<file path="src/rtl/gate_tester_pkg.sv">
// Shared definitions for the two-input gate tester: FSM states and the
// reference truth tables a tester instance can be parameterised with.
package gate_tester_pkg;

   typedef enum logic [1:0] {
      S_IDLE,
      S_SETTLE,
      S_SAMPLE,
      S_DONE
   } state_t;

   // Truth tables are indexed by the vector {in1,in2}
   localparam logic [3:0] TT_AND  = 4'b1000;
   localparam logic [3:0] TT_OR   = 4'b1110;
   localparam logic [3:0] TT_XOR  = 4'b0110;
   localparam logic [3:0] TT_NAND = 4'b0111;

   localparam int unsigned SETTLE_MAX = 15;

endpackage

</file>
<file path="src/rtl/gate_tester.sv">
// Drives all four input vectors into an external two-input gate, waits for it
// to settle, samples its output and reports which vectors disagreed with TRUTH.
module gate_tester
   import gate_tester_pkg::*;
#(
   parameter logic [3:0]  TRUTH  = TT_AND,
   parameter int unsigned SETTLE = 2
) (
   input  logic       clk,
   input  logic       rst_n,
   input  logic       start,
   input  logic       y,
   output logic       in1,
   output logic       in2,
   output logic       busy,
   output logic       done,
   output logic       pass,
   output logic [3:0] fail_vec
);

   localparam logic [3:0] SETTLE_LAST = 4'(SETTLE - 1);

   state_t     state;
   logic [1:0] vec;
   logic [3:0] settleCnt;
   logic       mismatch;
   logic [3:0] failNext;

   // The vector register doubles as the table index, so in1/in2 stay registered
   assign in1 = vec[1];
   assign in2 = vec[0];

   // Case inequality makes an X or Z from the gate count as a mismatch
   always_comb begin
      mismatch = (y !== TRUTH[vec]);
      failNext = fail_vec | (4'(mismatch) << vec);
   end

   always_ff @(posedge clk or negedge rst_n) begin
      if (!rst_n) begin
         state     <= S_IDLE;
         vec       <= 2'd0;
         settleCnt <= 4'd0;
         busy      <= 1'b0;
         done      <= 1'b0;
         pass      <= 1'b0;
         fail_vec  <= 4'd0;
      end else begin
         case (state)
            S_IDLE: begin
               done <= 1'b0;
               if (start) begin
                  state     <= S_SETTLE;
                  vec       <= 2'd0;
                  settleCnt <= 4'd0;
                  fail_vec  <= 4'd0;
                  pass      <= 1'b0;
                  busy      <= 1'b1;
               end
            end
            S_SETTLE: begin
               if (settleCnt == SETTLE_LAST) begin
                  state     <= S_SAMPLE;
                  settleCnt <= 4'd0;
               end else begin
                  settleCnt <= settleCnt + 4'd1;
               end
            end
            S_SAMPLE: begin
               fail_vec <= failNext;
               if (vec == 2'd3) begin
                  state <= S_DONE;
                  busy  <= 1'b0;
                  done  <= 1'b1;
                  pass  <= (failNext == 4'd0);
               end else begin
                  // Next vector goes out on the same edge that samples this one
                  vec       <= vec + 2'd1;
                  settleCnt <= 4'd0;
                  state     <= S_SETTLE;
               end
            end
            S_DONE: begin
               done  <= 1'b0;
               state <= S_IDLE;
            end
            default: begin
               state <= S_IDLE;
               busy  <= 1'b0;
               done  <= 1'b0;
            end
         endcase
      end
   end

endmodule

</file>
<file path="config.mk">
export PLATFORM = sky130hd
export DESIGN_NAME = gate_tester
export DESIGN_NICKNAME = d
export VERILOG_FILES = /design/src/rtl/gate_tester_pkg.sv /design/src/rtl/gate_tester.sv
export SDC_FILE = /design/constraint.sdc
export NUM_CORES = 1
export LEC_CHECK = 0
export BUFFER_PORTS_ARGS = -buffer_cell sky130_fd_sc_hd__buf_2
export CORE_MARGIN = 2
export CORE_UTILIZATION = 48
export DETAILED_ROUTE_END_ITERATION = 16
export GPL_ROUTABILITY_DRIVEN = 1
export PLACE_DENSITY = 0.81
export SLEW_MARGIN = 5
export SYNTH_ARGS = -nofsm -noshare
export SYNTH_HDL_FRONTEND = slang
export SYNTH_SLANG_ARGS = --single-unit
export TNS_END_PERCENT = 100
</file>
<file path="constraint.sdc">
create_clock -name clk -period 1.68 [get_ports clk]
set_input_delay 0.084 -clock clk [delete_from_list [all_inputs] [get_ports clk]]
set_output_delay 0.084 -clock clk [all_outputs]
set_load 0.05 [all_outputs]
</file>
==> reports/metrics.cfg <==
[run_status]
status=finished clean

[cts]
tritoncts=yes
clockBufferDepth=2
clock_sinks=15
cts_made_buffers=3
insertion_delay_ns=0.29
clk_pin_slew_ns=0.09
ctsHtreeMaxLevel=1
cts_root_buf=clkbuf_4

[setup_path]
startpoint=state[0]$_DFFE_PN0P_
crit_chain=inv_1 > ha_1 > and2b_4 > or3_4 > a21oi_2 > o31ai_2
required_ns=1.86
start_kind=flip-flop
reg2reg_from=state[0]$_DFFE_PN0P_
crit_type=flip-flop to flip-flop
cp_slowest_cell=dfrtp_1
cp_top_family=simple AND/OR/NAND/NOR gates
max_stage_delay_ns=0.42
end_kind=flip-flop
crit_buf_inv=1
critical_path.max_fanout=5
crit_arrival_ns=1.77

[place]
dp_cells=111
placed_cell_area_um2=948
place.gp.congestion=0.819
place_hpwl_mm=1.22
io_buffers=12

[global_routing]
met3_usage=0.0714
grtUsageMet2=0.270
grt_antenna_before_repair=0
grt_max_degree=16
grt-busiest-layer=met2
overflow=0
grt_use_met1=0.206
grt_pass1_wl_mm=2.46
grt_pass1_vias=579
gr-usage-all-layers=0.170

[hold_path]
worstHoldStart=y
hold_path.class=input port to flip-flop

[drt]
drcViolationCount=0
final_antenna_net_count=0
wirelength_mm=1.59
first_pass_iters=4
wl_per_cell_um=13.4
post_drt_via_cell_ratio=5.59
vias=665
drt_iter0_drc=10

[sta]
setup_tns_ns=0
hold_violations=0
rsz0062_at_grt=false
finClkSkew_ns=0.0102
clock.fmax_mhz=628
min_period_over_period=0.948
setup-violations-final=0
post-route-min-period_ns=1.59
worstMarginPinSlew_ns=0.339
hold_slack_ns=0.104
slew_viol_final=0
max-slew-margin-rel=0.774

[floorplanning]
initial_core_util=0.498
num_rows=15
pin_count=13
die_w_um=45.6
die_h_um=45.6
dieArea_mm2=0.00208
coreArea_mm2=0.00167

[logic_synthesis]
synth.distinct_cells=31
synthCells=79
synth_area_um2=832
synth_seq_cells=15
syn_avg_cell_area_um2=10.5
yosys_warnings=0
synth.yosys.seq_area_share=0.451
synth_nets=90

[power_and_ir_drop]
power.total_mw=1.81
power_leakage_nw=0.504
peakVddDrop_v=0.000943
p_per_area_mw_per_mm2=1770

[cells_and_area]
finalInstanceArea_mm2=0.00102
fillerInstances=138
drive_above_1_share=0.382
diodes=0
instances_no_fill=119
syn_to_final_growth_pct=22.7
nets=114

[job]
maxCapViolations=0

## where the power goes
part / switching [mW] / internal (mW)
clock network: 0.116 / 0.0885
logic: 0.597 / 0.456
registers: 0.0884 / 0.466
total: 0.802 / 1.01
## routing by layer
| metal | wire [um] | share of wire |
|---|---|---|
| met1 | 711 | 0.45 |
| met2 | 798 | 0.50 |
| met3 | 73 | 0.046 |
| met4 | 11 | 0.0069 |
| met5 | 0 | 0 |
## state kept, by name, summed over array words and instances, names as in the netlist
| signal | flops |
|---|---|
| fail_vec | 4 |
| settleCnt | 4 |
| state | 2 |
| vec | 2 |
| busy | 1 |
| done | 1 |
| pass | 1 |
## worst min-delay path, delay by kind of cell
family | cells | cell delay (ns)
buffers and inverters | 1 | 0.11
AND/OR/NAND/NOR | 1 | 0.10
AO/OA/AOI/OAI | 1 | 0.07
## synthesized netlist by cell type (all sizes together)
cell / number / area (um2)
nand3b: 1 / 7.51
or3b: 1 / 11.3
o32a: 1 / 10.0
a22o: 5 / 43.8
o41ai: 1 / 8.76
nor2b: 2 / 12.5
nand2: 8 / 30.0
buf: 1 / 7.51
inv: 3 / 11.3
or3: 1 / 11.3
nand3: 2 / 10.0
ha: 7 / 87.6
and3: 2 / 12.5
a31oi: 1 / 6.26
o31ai: 2 / 15.0
a32o: 1 / 10.0
nor3: 1 / 5.00
xor2: 1 / 8.76
o21ai: 7 / 35.0
and2: 2 / 17.5
clkbuf: 1 / 3.75
nor2: 2 / 7.51
nand2b: 2 / 12.5
o22ai: 1 / 6.26
nand4b: 1 / 8.76
mux2: 2 / 22.5
a21oi: 4 / 23.8
dfrtp: 15 / 375
and2b: 1 / 10.0
## timing repair
item,in CTS,in global routing
endpoints found under the setup margin,0,1
setup buffers,0,3
hold buffers,1,0
gates resized for setup,0,3
hold endpoints to repair,15,0
## per-stage QoR
| step | utilization | worst slack [ns] |
|---|---|---|
| after global placement | 0.568 | 0.144 |
| final | 0.611 | 0.0875 |
| after global routing | 0.611 | 0.00562 |
| after CTS | 0.590 | 0.0378 |
| after floorplan | - | 0.00465 |
| after detailed placement | 0.568 | 0.0512 |
## area by class of cell
class	count	area, um2	area share
Inverter	3	11.3	0.0110
Clock inverter	1	5.00	0.00490
Timing Repair Buffer	21	130	0.127
Clock buffer	3	22.5	0.0221
Multi-Input combinational cell	59	453	0.444
Sequential cell	15	378	0.370
Tap cell	17	21.3	0.0208
## worst paths after layout
check / end / slack, ns / depth (start not counted)
min in group asynchronous: fail_vec[2]$_DFFE_PN0P_ / 0.22 / 2
worst max register to register: settleCnt[3]$_DFFE_PN0P_ / 0.09 / 6
worst max-delay path: settleCnt[3]$_DFFE_PN0P_ / 0.09 / 6
max in group asynchronous: vec[0]$_DFFE_PN0P_ / 1.19 / 2
worst min-delay path: pass$_DFFE_PN0P_ / 0.10 / 3
worst min register to register: pass$_DFFE_PN0P_ / 0.50 / 1
## placed cells by master, fill, tap and decap left out, types with 2 or more instances in the layout
| cell type | n |
|---|---|
| and3_1 | 2 |
| clkbuf_4 | 3 |
| dfrtp_2 | 2 |
| nand2_1 | 7 |
| buf_2 | 12 |
| nand2b_1 | 2 |
| mux2_2 | 2 |
| o21ai_0 | 5 |
| nor2_1 | 2 |
| inv_1 | 3 |
| a21oi_1 | 2 |
| a22o_1 | 5 |
| a21oi_2 | 2 |
| ha_1 | 6 |
| o21ai_1 | 2 |
| nand3_1 | 2 |
| nor2b_1 | 2 |
| and2_4 | 2 |
| dfrtp_1 | 13 |
| buf_4 | 8 |
## cells by family after synthesis
kind of cell | count (synthesis) | share of synthesized area
simple gates | 26 | 0.188
mux | 2 | 0.0271
compound gates | 23 | 0.191
flops | 15 | 0.451
buf+inv | 5 | 0.0271
xor+xnor | 1 | 0.0105
fa+ha+maj | 7 | 0.105
No activity file was read; power rests on OpenSTA's default activity.
